--- src/rtl/nco_freq_meter_if.sv ---
// rtl/nco_freq_meter_if.sv - sample stream in, phase-increment estimate and status out
interface nco_freq_meter_if #(
    parameter int SAMPLE_W = 12,
    parameter int PHASE_W  = 20
);
    logic                       in_valid;
    logic signed [SAMPLE_W-1:0] sample_i;
    logic [PHASE_W-1:0]         phi_est_o;
    logic                       est_valid;
    logic                       busy;
    logic                       no_signal;

    modport master (
        output in_valid, sample_i,
        input  phi_est_o, est_valid, busy, no_signal
    );

    modport slave (
        input  in_valid, sample_i,
        output phi_est_o, est_valid, busy, no_signal
    );
endinterface

--- src/rtl/nco_freq_meter.sv ---
// rtl/nco_freq_meter.sv - zero-crossing frequency meter reporting an NCO phase increment
module nco_freq_meter #(
    parameter int SAMPLE_W = 12,
    parameter int PHASE_W  = 20,
    parameter int PERIODS  = 8,
    parameter int HYST     = 64,
    parameter int CNT_W    = 24
) (
    input  logic             clk,
    input  logic             reset_n,
    input  logic             clken,
    nco_freq_meter_if.slave  bus
);
    localparam int XCNT_W = $clog2(PERIODS) + 1;
    localparam int STEP_W = $clog2(PHASE_W + 1);
    localparam int DIV_W  = CNT_W + 1;

    localparam logic [1:0] ST_ARM    = 2'd0;
    localparam logic [1:0] ST_COUNT  = 2'd1;
    localparam logic [1:0] ST_DIVIDE = 2'd2;
    localparam logic [1:0] ST_DONE   = 2'd3;

    localparam logic signed [SAMPLE_W-1:0] NEG_HYST = SAMPLE_W'(-HYST);

    logic [1:0]         state_q, state_d;
    logic               armed_q, armed_d;
    logic [CNT_W-1:0]   cnt_q, cnt_d;
    logic [XCNT_W-1:0]  xcnt_q, xcnt_d;
    logic [DIV_W-1:0]   divisor_q, divisor_d;
    logic [DIV_W-1:0]   rem_q, rem_d;
    logic [PHASE_W-1:0] quo_q, quo_d;
    logic [STEP_W-1:0]  step_q, step_d;
    logic [PHASE_W-1:0] phi_q, phi_d;
    logic               est_valid_q, est_valid_d;
    logic               no_signal_q, no_signal_d;

    logic signed [SAMPLE_W-1:0] smp;
    logic               accepted;
    logic               samples_live;
    logic               is_neg;
    logic               is_pos;
    logic               crossing;
    logic               last_cross;
    logic               cnt_full;
    logic [DIV_W:0]     rem_shift;
    logic [DIV_W:0]     rem_sub;

    assign smp          = bus.sample_i;
    assign accepted     = clken & bus.in_valid;
    assign samples_live = (state_q == ST_ARM) || (state_q == ST_COUNT);
    assign is_neg       = smp < NEG_HYST;
    assign is_pos       = ~smp[SAMPLE_W-1];
    assign crossing     = accepted & samples_live & armed_q & is_pos;
    assign last_cross   = crossing && (state_q == ST_COUNT) &&
                          (xcnt_q == XCNT_W'(PERIODS - 1));
    assign cnt_full     = &cnt_q;

    // Low dividend bits are all zero, so the partial remainder starts at PERIODS
    // and each step just shifts in a zero.
    assign rem_shift = {rem_q, 1'b0};
    assign rem_sub   = rem_shift - {1'b0, divisor_q};

    always_comb begin
        state_d     = state_q;
        armed_d     = armed_q;
        cnt_d       = cnt_q;
        xcnt_d      = xcnt_q;
        divisor_d   = divisor_q;
        rem_d       = rem_q;
        quo_d       = quo_q;
        step_d      = step_q;
        phi_d       = phi_q;
        est_valid_d = 1'b0;
        no_signal_d = no_signal_q;

        if (samples_live && accepted) begin
            if (crossing) begin
                armed_d = 1'b0;
            end else if (is_neg) begin
                armed_d = 1'b1;
            end
        end

        case (state_q)
            ST_ARM: begin
                if (crossing) begin
                    cnt_d   = '0;
                    xcnt_d  = '0;
                    state_d = ST_COUNT;
                end
            end
            ST_COUNT: begin
                if (accepted) begin
                    if (last_cross) begin
                        divisor_d = {1'b0, cnt_q} + DIV_W'(1);
                        rem_d     = DIV_W'(PERIODS);
                        quo_d     = '0;
                        step_d    = '0;
                        state_d   = ST_DIVIDE;
                    end else if (cnt_full) begin
                        no_signal_d = 1'b1;
                        armed_d     = 1'b0;
                        state_d     = ST_ARM;
                    end else begin
                        cnt_d = cnt_q + 1'b1;
                        if (crossing) begin
                            xcnt_d = xcnt_q + 1'b1;
                        end
                    end
                end
            end
            ST_DIVIDE: begin
                if (!rem_sub[DIV_W]) begin
                    rem_d = rem_sub[DIV_W-1:0];
                    quo_d = {quo_q[PHASE_W-2:0], 1'b1};
                end else begin
                    rem_d = rem_shift[DIV_W-1:0];
                    quo_d = {quo_q[PHASE_W-2:0], 1'b0};
                end
                step_d = step_q + 1'b1;
                if (step_q == STEP_W'(PHASE_W - 1)) begin
                    state_d = ST_DONE;
                end
            end
            default: begin
                phi_d       = quo_q;
                est_valid_d = 1'b1;
                no_signal_d = 1'b0;
                state_d     = ST_ARM;
            end
        endcase
    end

    always_ff @(posedge clk) begin
        if (!reset_n) begin
            state_q     <= ST_ARM;
            armed_q     <= 1'b0;
            cnt_q       <= '0;
            xcnt_q      <= '0;
            divisor_q   <= '0;
            rem_q       <= '0;
            quo_q       <= '0;
            step_q      <= '0;
            phi_q       <= '0;
            est_valid_q <= 1'b0;
            no_signal_q <= 1'b0;
        end else if (clken) begin
            state_q     <= state_d;
            armed_q     <= armed_d;
            cnt_q       <= cnt_d;
            xcnt_q      <= xcnt_d;
            divisor_q   <= divisor_d;
            rem_q       <= rem_d;
            quo_q       <= quo_d;
            step_q      <= step_d;
            phi_q       <= phi_d;
            est_valid_q <= est_valid_d;
            no_signal_q <= no_signal_d;
        end
    end

    assign bus.phi_est_o = phi_q;
    assign bus.est_valid = est_valid_q;
    assign bus.busy      = (state_q == ST_DIVIDE);
    assign bus.no_signal = no_signal_q;
endmodule
--- src/flat_wrapper.sv ---
// flat-port wrapper written by rule: the top's interface ports become plain ports
module nco_freq_meter_flat 
#(
    parameter int SAMPLE_W = 12,
    parameter int PHASE_W  = 20,
    parameter int PERIODS  = 8,
    parameter int HYST     = 64,
    parameter int CNT_W    = 24
)
  (clk, reset_n, clken, bus_in_valid, bus_sample_i, bus_phi_est_o, bus_est_valid, bus_busy, bus_no_signal);
  nco_freq_meter_if #(.SAMPLE_W(SAMPLE_W), .PHASE_W(PHASE_W)) bus_i ();
  input  logic clk;
  input  logic reset_n;
  input  logic clken;
  input wire logic [$bits(bus_i.in_valid)-1:0] bus_in_valid;
  input wire logic [$bits(bus_i.sample_i)-1:0] bus_sample_i;
  output wire logic [$bits(bus_i.phi_est_o)-1:0] bus_phi_est_o;
  output wire logic [$bits(bus_i.est_valid)-1:0] bus_est_valid;
  output wire logic [$bits(bus_i.busy)-1:0] bus_busy;
  output wire logic [$bits(bus_i.no_signal)-1:0] bus_no_signal;
  assign bus_i.in_valid = bus_in_valid;
  assign bus_i.sample_i = bus_sample_i;
  assign bus_phi_est_o = bus_i.phi_est_o;
  assign bus_est_valid = bus_i.est_valid;
  assign bus_busy = bus_i.busy;
  assign bus_no_signal = bus_i.no_signal;
  nco_freq_meter #(.SAMPLE_W(SAMPLE_W), .PHASE_W(PHASE_W), .PERIODS(PERIODS), .HYST(HYST), .CNT_W(CNT_W)) u_core (.clk(clk), .reset_n(reset_n), .clken(clken), .bus(bus_i));
endmodule
--- config.mk ---
export PLATFORM = sky130hd
export DESIGN_NAME = nco_freq_meter_flat
export DESIGN_NICKNAME = d
export VERILOG_FILES = /design/src/rtl/nco_freq_meter_if.sv /design/src/rtl/nco_freq_meter.sv /design/src/flat_wrapper.sv
export SDC_FILE = /design/constraint.sdc
export NUM_CORES = 1
export LEC_CHECK = 0
export ABC_AREA = 1
export CORE_MARGIN = 1
export CORE_UTILIZATION = 50
export DETAILED_ROUTE_END_ITERATION = 6
export DONT_BUFFER_PORTS = 1
export GPL_ROUTABILITY_DRIVEN = 0
export PLACE_DENSITY = 0.7
export SYNTH_ARGS = -nofsm -noshare
export SYNTH_HDL_FRONTEND = slang
export SYNTH_SLANG_ARGS = --single-unit
--- constraint.sdc ---
create_clock -name clk -period 3.6 [get_ports clk]
set_clock_uncertainty 0.05 [all_clocks]
set_input_delay 0.72 -clock clk [delete_from_list [all_inputs] [get_ports clk]]
set_output_delay 0.72 -clock clk [all_outputs]
set_load 0.02 [all_outputs]
==> flow_summary.ini, run 1 <==
[timing]
hold_viol = 0
fmax_ghz = 0.366
slew_violations = 0
maxSlewHeadroom = 0.403
setup-violations-final = 0
tns_ps = 0
min_period_over_period = 0.758
worst_pin_slew_ps = 894
rsz0062_at_grt = no
fin_crit_ps = 2730

[clock_tree]
cts_tree = yes
post_cts_buffers = 0
clk_latency_ps = 430
cts_resized = 0
cts.clk_slew.worst_paths_ps = 60
cts_max_path_buffers = 2
cts_sinks = 128
cts_hold_buffers = 0
numCtsBuffers = 17
htreeDepth = 4
cts_root_buf = clkbuf_16

[critical_path]
startpoint = u_core.state_q[1]
path_cells = inv_2 -> nand2_4 -> inv_1 -> nand2_1 -> nand4_4 -> inv_2 -> o21ai_0 -> o21ai_1 -> nor2_1
crit_fanout = 25
endpoint = u_core.cnt_q[7]
reg2reg_from = u_core.state_q[1]
path_common_cell = inv_2
cp_slowest_cell = inv_2
start_kind = flop
reg2reg_to = u_core.cnt_q[7]
rr_worst_depth = 9
worstPathArrival_ps = 2970
endpoint_kind = flop
required_ps = 3840
regToRegSetupSlack_ps = 870
critPathMaxStageDelay_ps = 480
path_class = reg2reg

[die]
fp-row-count = 44
die-height_um = 126
io_pins = 39
start_util = 0.520
coreArea_um2 = 14700
die_x_um = 126
dieArea_um2 = 15800

[logic_synthesis]
avgSynthCellArea_um2 = 6.44
ys_seq_elements = 128
syn_inst = 1187
synth_nets = 1231
ys_seq_area_frac = 0.335
synth_compound_area_frac = 0.136
synthAdderAreaFrac = 0.0468
synth_xor_area_frac = 0.0332
yosys_warnings = 0
syn-cell-area_um2 = 7640
synth.distinct_cells = 39
synth_top_family_by_area = simple AND/OR/NAND/NOR gates
synth-simple-area-share = 0.323
synthMuxAreaShare = 0

[power_and_ir_drop]
internal_power_mw = 2.78
p_leak_nw = 3.71
power.share.clock = 0.451
switching_share = 0.302
p_sw_mw = 1.20
cellPowerDensity_nw_per_um2 = 479
p_comb_frac = 0.181
ir_drop_mv = 0.436
p_seq_frac = 0.367

[global_route]
grt.total_usage = 0.245
grt_pass1_wl_mm = 31.2
grt_pass1_vias = 6532
grt_max_degree = 50
antenna_found_initial = 0
grt_remaining_overflow = 0

[routing]
totalWireLength_mm = 18.6
drtAntennaViolNets = 0
drtPass1Iterations = 5
vias_per_cell = 5.22
wire_per_inst_um = 13.6
drc = 0
vias = 7121
drt_iter0_drc = 544

[min_path]
min_path_type = in2reg

[outcome]
status = completed

[layout]
stdcell_area_um2 = 8320
drive_gt1_frac = 0.0559
nets = 1211
area_delta_synth_final_pct = 8.93
nFillCells = 1456
n_antenna_cell = 0

[flow_run]
maxCapViolations = 0

[place]
place_area_um2 = 7710
place_hpwl_mm = 12.8
io_buffers = 0
==> Yosys cell counts, drive strengths merged <==
| library cell | n | area share |
|---|---|---|
| a211oi | 6 | 0.0059 |
| a21o | 2 | 0.0020 |
| a21oi | 132 | 0.086 |
| and2 | 2 | 0.0016 |
| buf | 19 | 0.016 |
| clkbuf | 25 | 0.012 |
| dfxtp | 128 | 0.34 |
| fa | 1 | 0.0026 |
| ha | 27 | 0.044 |
| inv | 198 | 0.097 |
| nand2 | 327 | 0.16 |
| nand3 | 113 | 0.076 |
| nand3b | 8 | 0.0079 |
| nand4 | 19 | 0.018 |
| nor2 | 73 | 0.040 |
| nor3 | 12 | 0.0098 |
| nor3b | 1 | 0.0016 |
| nor4 | 1 | 0.00082 |
| o211ai | 3 | 0.0029 |
| o21ai | 54 | 0.036 |
| o21bai | 2 | 0.0020 |
| o31ai | 1 | 0.00098 |
| or2 | 4 | 0.0033 |
| xnor2 | 11 | 0.013 |
| xor2 | 18 | 0.021 |
==> critical path: cells and delay by family (launching register included) <==
| family | cells | cell delay, ps |
|---|---|---|
| buffers and inverters | 3 | 990 |
| AO/OA/AOI/OAI | 2 | 270 |
| flip-flops | 1 | 430 |
| AND/OR/NAND/NOR | 4 | 830 |
==> kinds of logic after synthesis <==
family          Yosys count
flops                   128
xor+xnor                 29
fa+ha+maj                28
buf+inv                 242
compound gates          200
simple gates            560
==> worst min-delay path by stage <==
stage                             start                    to  slack [ps]  cells past startpoint
floorplan           u_core.divisor_q[2]   u_core.divisor_q[2]         380                      2
global placement    u_core.divisor_q[6]   u_core.divisor_q[6]         400                      2
detailed placement     u_core.quo_q[19]      u_core.quo_q[19]         400                      2
CTS                             reset_n  u_core.bus.no_signal         360                      2
global route                    reset_n  u_core.bus.no_signal         360                      2
finish                          reset_n  u_core.bus.no_signal         370                      2
==> placed cells by master (no fill, tap or decap), drive strengths merged, types with 4 or more instances in the layout <==
cell type / Yosys / final
or2: 4 / 4
clkinv: 0 / 4
o21ai: 54 / 54
nand3: 113 / 113
nor3: 12 / 12
ha: 27 / 27
inv: 198 / 200
buf: 19 / 5
dfxtp: 128 / 128
nand3b: 8 / 8
a21oi: 132 / 132
xor2: 18 / 18
clkbuf: 25 / 20
nand2: 327 / 327
nand4: 19 / 19
nor2: 73 / 73
xnor2: 11 / 11
a211oi: 6 / 6
==> power by group through the flow <==
stage,combinational (mW),sequential (mW),clock [mW]
2_1_floorplan,0.601,1.49,0
3_3_place_gp,0.703,1.49,0
3_5_place_dp,0.714,1.49,0
4_1_cts,0.720,1.46,1.82
5_1_grt,0.825,1.47,1.87
6_report,0.723,1.46,1.80
==> sequential cells by signal (all words and copies together) (netlist names) <==
register	flops
u_core.armed_q	1
u_core.xcnt_q	4
u_core.quo_q	20
u_core.step_q	5
u_core.bus.est_valid	1
u_core.bus.no_signal	1
u_core.cnt_q	24
u_core.state_q	2
u_core.bus.phi_est_o	20
u_core.rem_q	25
u_core.divisor_q	25
==> layout make-up <==
type,count,area [um2],share of cell area
clock inverter,12,158,0.0189
clock buffer,20,457,0.0549
sequential,128,2560,0.308
inverter,198,743,0.0893
multi-input combinational,817,4120,0.495
timing repair buffer,5,50.0,0.00601
tap,184,230,0.0277
==> routing by layer <==
layer	part of all wire	GRT usage
met1	0.48	0.319
met2	0.46	0.407
met3	0.041	0.0455
met4	0.018	0.0854
met5	0	0
==> metrics by stage <==
| step | instances | power, mW | setup WS, ps | hold slack (ps) | util |
|---|---|---|---|---|---|
| CTS | 1364 | 4.01 | 881 | 359 | 0.566 |
| global placement | 1332 | 2.20 | 956 | 399 | 0.524 |
| finish | 1364 | 3.99 | 871 | 366 | 0.566 |
| global route | 1364 | 4.17 | 596 | 360 | 0.566 |
| detailed placement | 1332 | 2.21 | 877 | 403 | 0.524 |
| floorplan | 1187 | 2.09 | 1500 | 383 | - |
Note: power is estimated with default switching activity, not from simulation.
==> inputs of run 2 (changes only) <==
clock period = 2.7 ns   (was 3.6 ns; I/O delays follow)
==> run 2 against run 1 <==
Effect of this change:
- utilization is 0.49 points higher
- combinational power grew 38%
- flip-flop and latch count is the same
- clock power up 37%
- via count grew 1.0%
- final cell count increased by 0.51%
- count of clock-buffer cells in the layout shrank 1
- critical path depth grew 2
- hold slack got worse by 160 ps
- die area did not move
- total power is 36% higher
- maximum frequency rose by 10%
- critical path type unchanged
- largest cell class unchanged
- highest routed layer unchanged
==> flow_summary.ini, run 2 (same netlist as run 1, synthesis figures left out) <==
[routing]
drt_iter0_drc = 471
vias_per_cell = 5.25
vias = 7195
drtPass1Iterations = 5
drc = 0
drtAntennaViolNets = 0
totalWireLength_mm = 18.8
wire_per_inst_um = 13.7

[layout]
layout_common_cells = nand2_1 (322), inv_1 (193), a21oi_1 (132), dfxtp_1 (128), nand3_1 (110)
area_delta_synth_final_pct = 9.86
top_regs = u_core.divisor_q (25), u_core.rem_q (25), u_core.cnt_q (24)
drive_gt1_frac = 0.0615
stdcell_area_um2 = 8390
final-seq-area_um2 = 2560
nets = 1219
finalNonFillerCells = 1371
layout_commonest_cell = nand2_1
multi_input_area_um2 = 4120
n_antenna_cell = 0
nFillCells = 1465

[clock_tree]
cts_resized = 0
clk_latency_ps = 420
cts_sinks = 128
post_cts_buffers = 0
numCtsBuffers = 17
cts_max_path_buffers = 2
htreeDepth = 4
cts_hold_buffers = 0
cts_root_buf = clkbuf_16
cts_tree = yes
cts.clk_slew.worst_paths_ps = 60

[power_and_ir_drop]
ir_drop_mv = 0.450
p_leak_nw = 3.76
cellPowerDensity_nw_per_um2 = 644
p_total_mw = 5.41

[critical_path]
crit_family = simple AND/OR/NAND/NOR gates
reg2reg_from = u_core.cnt_q[1]
crit_buf_inv = 1
worstPathArrival_ps = 2790
start_kind = flop
endpoint_kind = flop
path_cells = ha_1 -> nand3_2 -> nor3_2 -> nand3_1 -> nor2_2 -> nand2_1 -> nand4_4 -> inv_2 -> o21ai_0 -> o21ai_1 -> nor2_1
required_ps = 3010
critPathMaxStageDelay_ps = 380
startpoint = u_core.cnt_q[1]
path_class = reg2reg
cp_slowest_cell = dfxtp_1
crit_fanout = 25

[global_route]
grt.total_usage = 0.246
grt_max_degree = 49
antenna_found_initial = 0
grt_pass1_wl_mm = 31.3
grt_remaining_overflow = 0
grt_pass1_vias = 6631

[timing]
fmax_ghz = 0.404
min_period_over_period = 0.918
fin_crit_ps = 2480
worst_pin_slew_ps = 853
setup-violations-final = 0
hold_viol = 0
tns_ps = 0
slew_violations = 0
rsz0062_at_grt = no
maxSlewHeadroom = 0.431
whs_ps = 202

[die]
die-height_um = 126
die_x_um = 126
fp-row-count = 44
start_util = 0.520
io_pins = 39
dieArea_um2 = 15800
coreArea_um2 = 14700

[min_path]
hold_start = reset_n
min_path_type = in2reg

[place]
place_hpwl_mm = 13.2
dp.cells = 1340
io_buffers = 0
place_area_um2 = 7770

[flow_run]
maxCapViolations = 0

[outcome]
status = completed
## run 2: changes by cell type in the layout (fill, tap and decap cells not counted)
cell | before | now
bufinv_16 | 3 | 4
clkbuf_8 | 2 | 1
clkinv_2 | 2 | 1
buf_4 | 4 | 12
## run 2: per-layer routing
layer / global-route usage / routed length [um] / vias to the layer above
met3: 0.0484 / 932 / 44
met5: 0 / 0 / -
met4: 0.0897 / 390 / 0
li1: - / - / 3753
met2: 0.405 / 8530 / 172
met1: 0.320 / 8920 / 3226
## run 2: layout make-up
cell class | instances | area share
Timing Repair Buffer | 13 | 0.0131
Multi-Input combinational cell | 817 | 0.491
Inverter | 198 | 0.0886
Clock inverter | 12 | 0.0218
Sequential cell | 128 | 0.305
Tap cell | 184 | 0.0274
Clock buffer | 19 | 0.0528
## run 2: path summary, 6_finish.rpt
kind                                           to  slack, ps  depth (start not counted)
worst max-delay path             u_core.cnt_q[10]        220                         11
worst max register to register   u_core.cnt_q[10]        220                         11
worst min-delay path            u_core.state_q[1]        200                          2
worst min register to register   u_core.quo_q[19]        410                          2
## run 2: stage by stage
step           utilization  setup slack [ps]
2_1_floorplan            -               709
3_3_place_gp         0.528               264
3_5_place_dp         0.528               211
4_1_cts              0.571               245
5_1_grt              0.571              34.4
6_report             0.571               222
## run 2: power breakdown
| part | total [mW] | switching, mW | internal (mW) |
|---|---|---|---|
| clock | 2.46 | 0.888 | 1.57 |
| sequential | 1.95 | 0.0349 | 1.92 |
| combinational | 0.998 | 0.680 | 0.317 |
## run 2: worst reg2reg max path, cell delays in order, from the launching register on
cell	delay (ps)
dfxtp_1	380
ha_1	220
nand3_2	140
nor3_2	220
nand3_1	220
nor2_2	190
nand2_1	130
nand4_4	270
inv_2	270
o21ai_0	150
o21ai_1	80
nor2_1	90
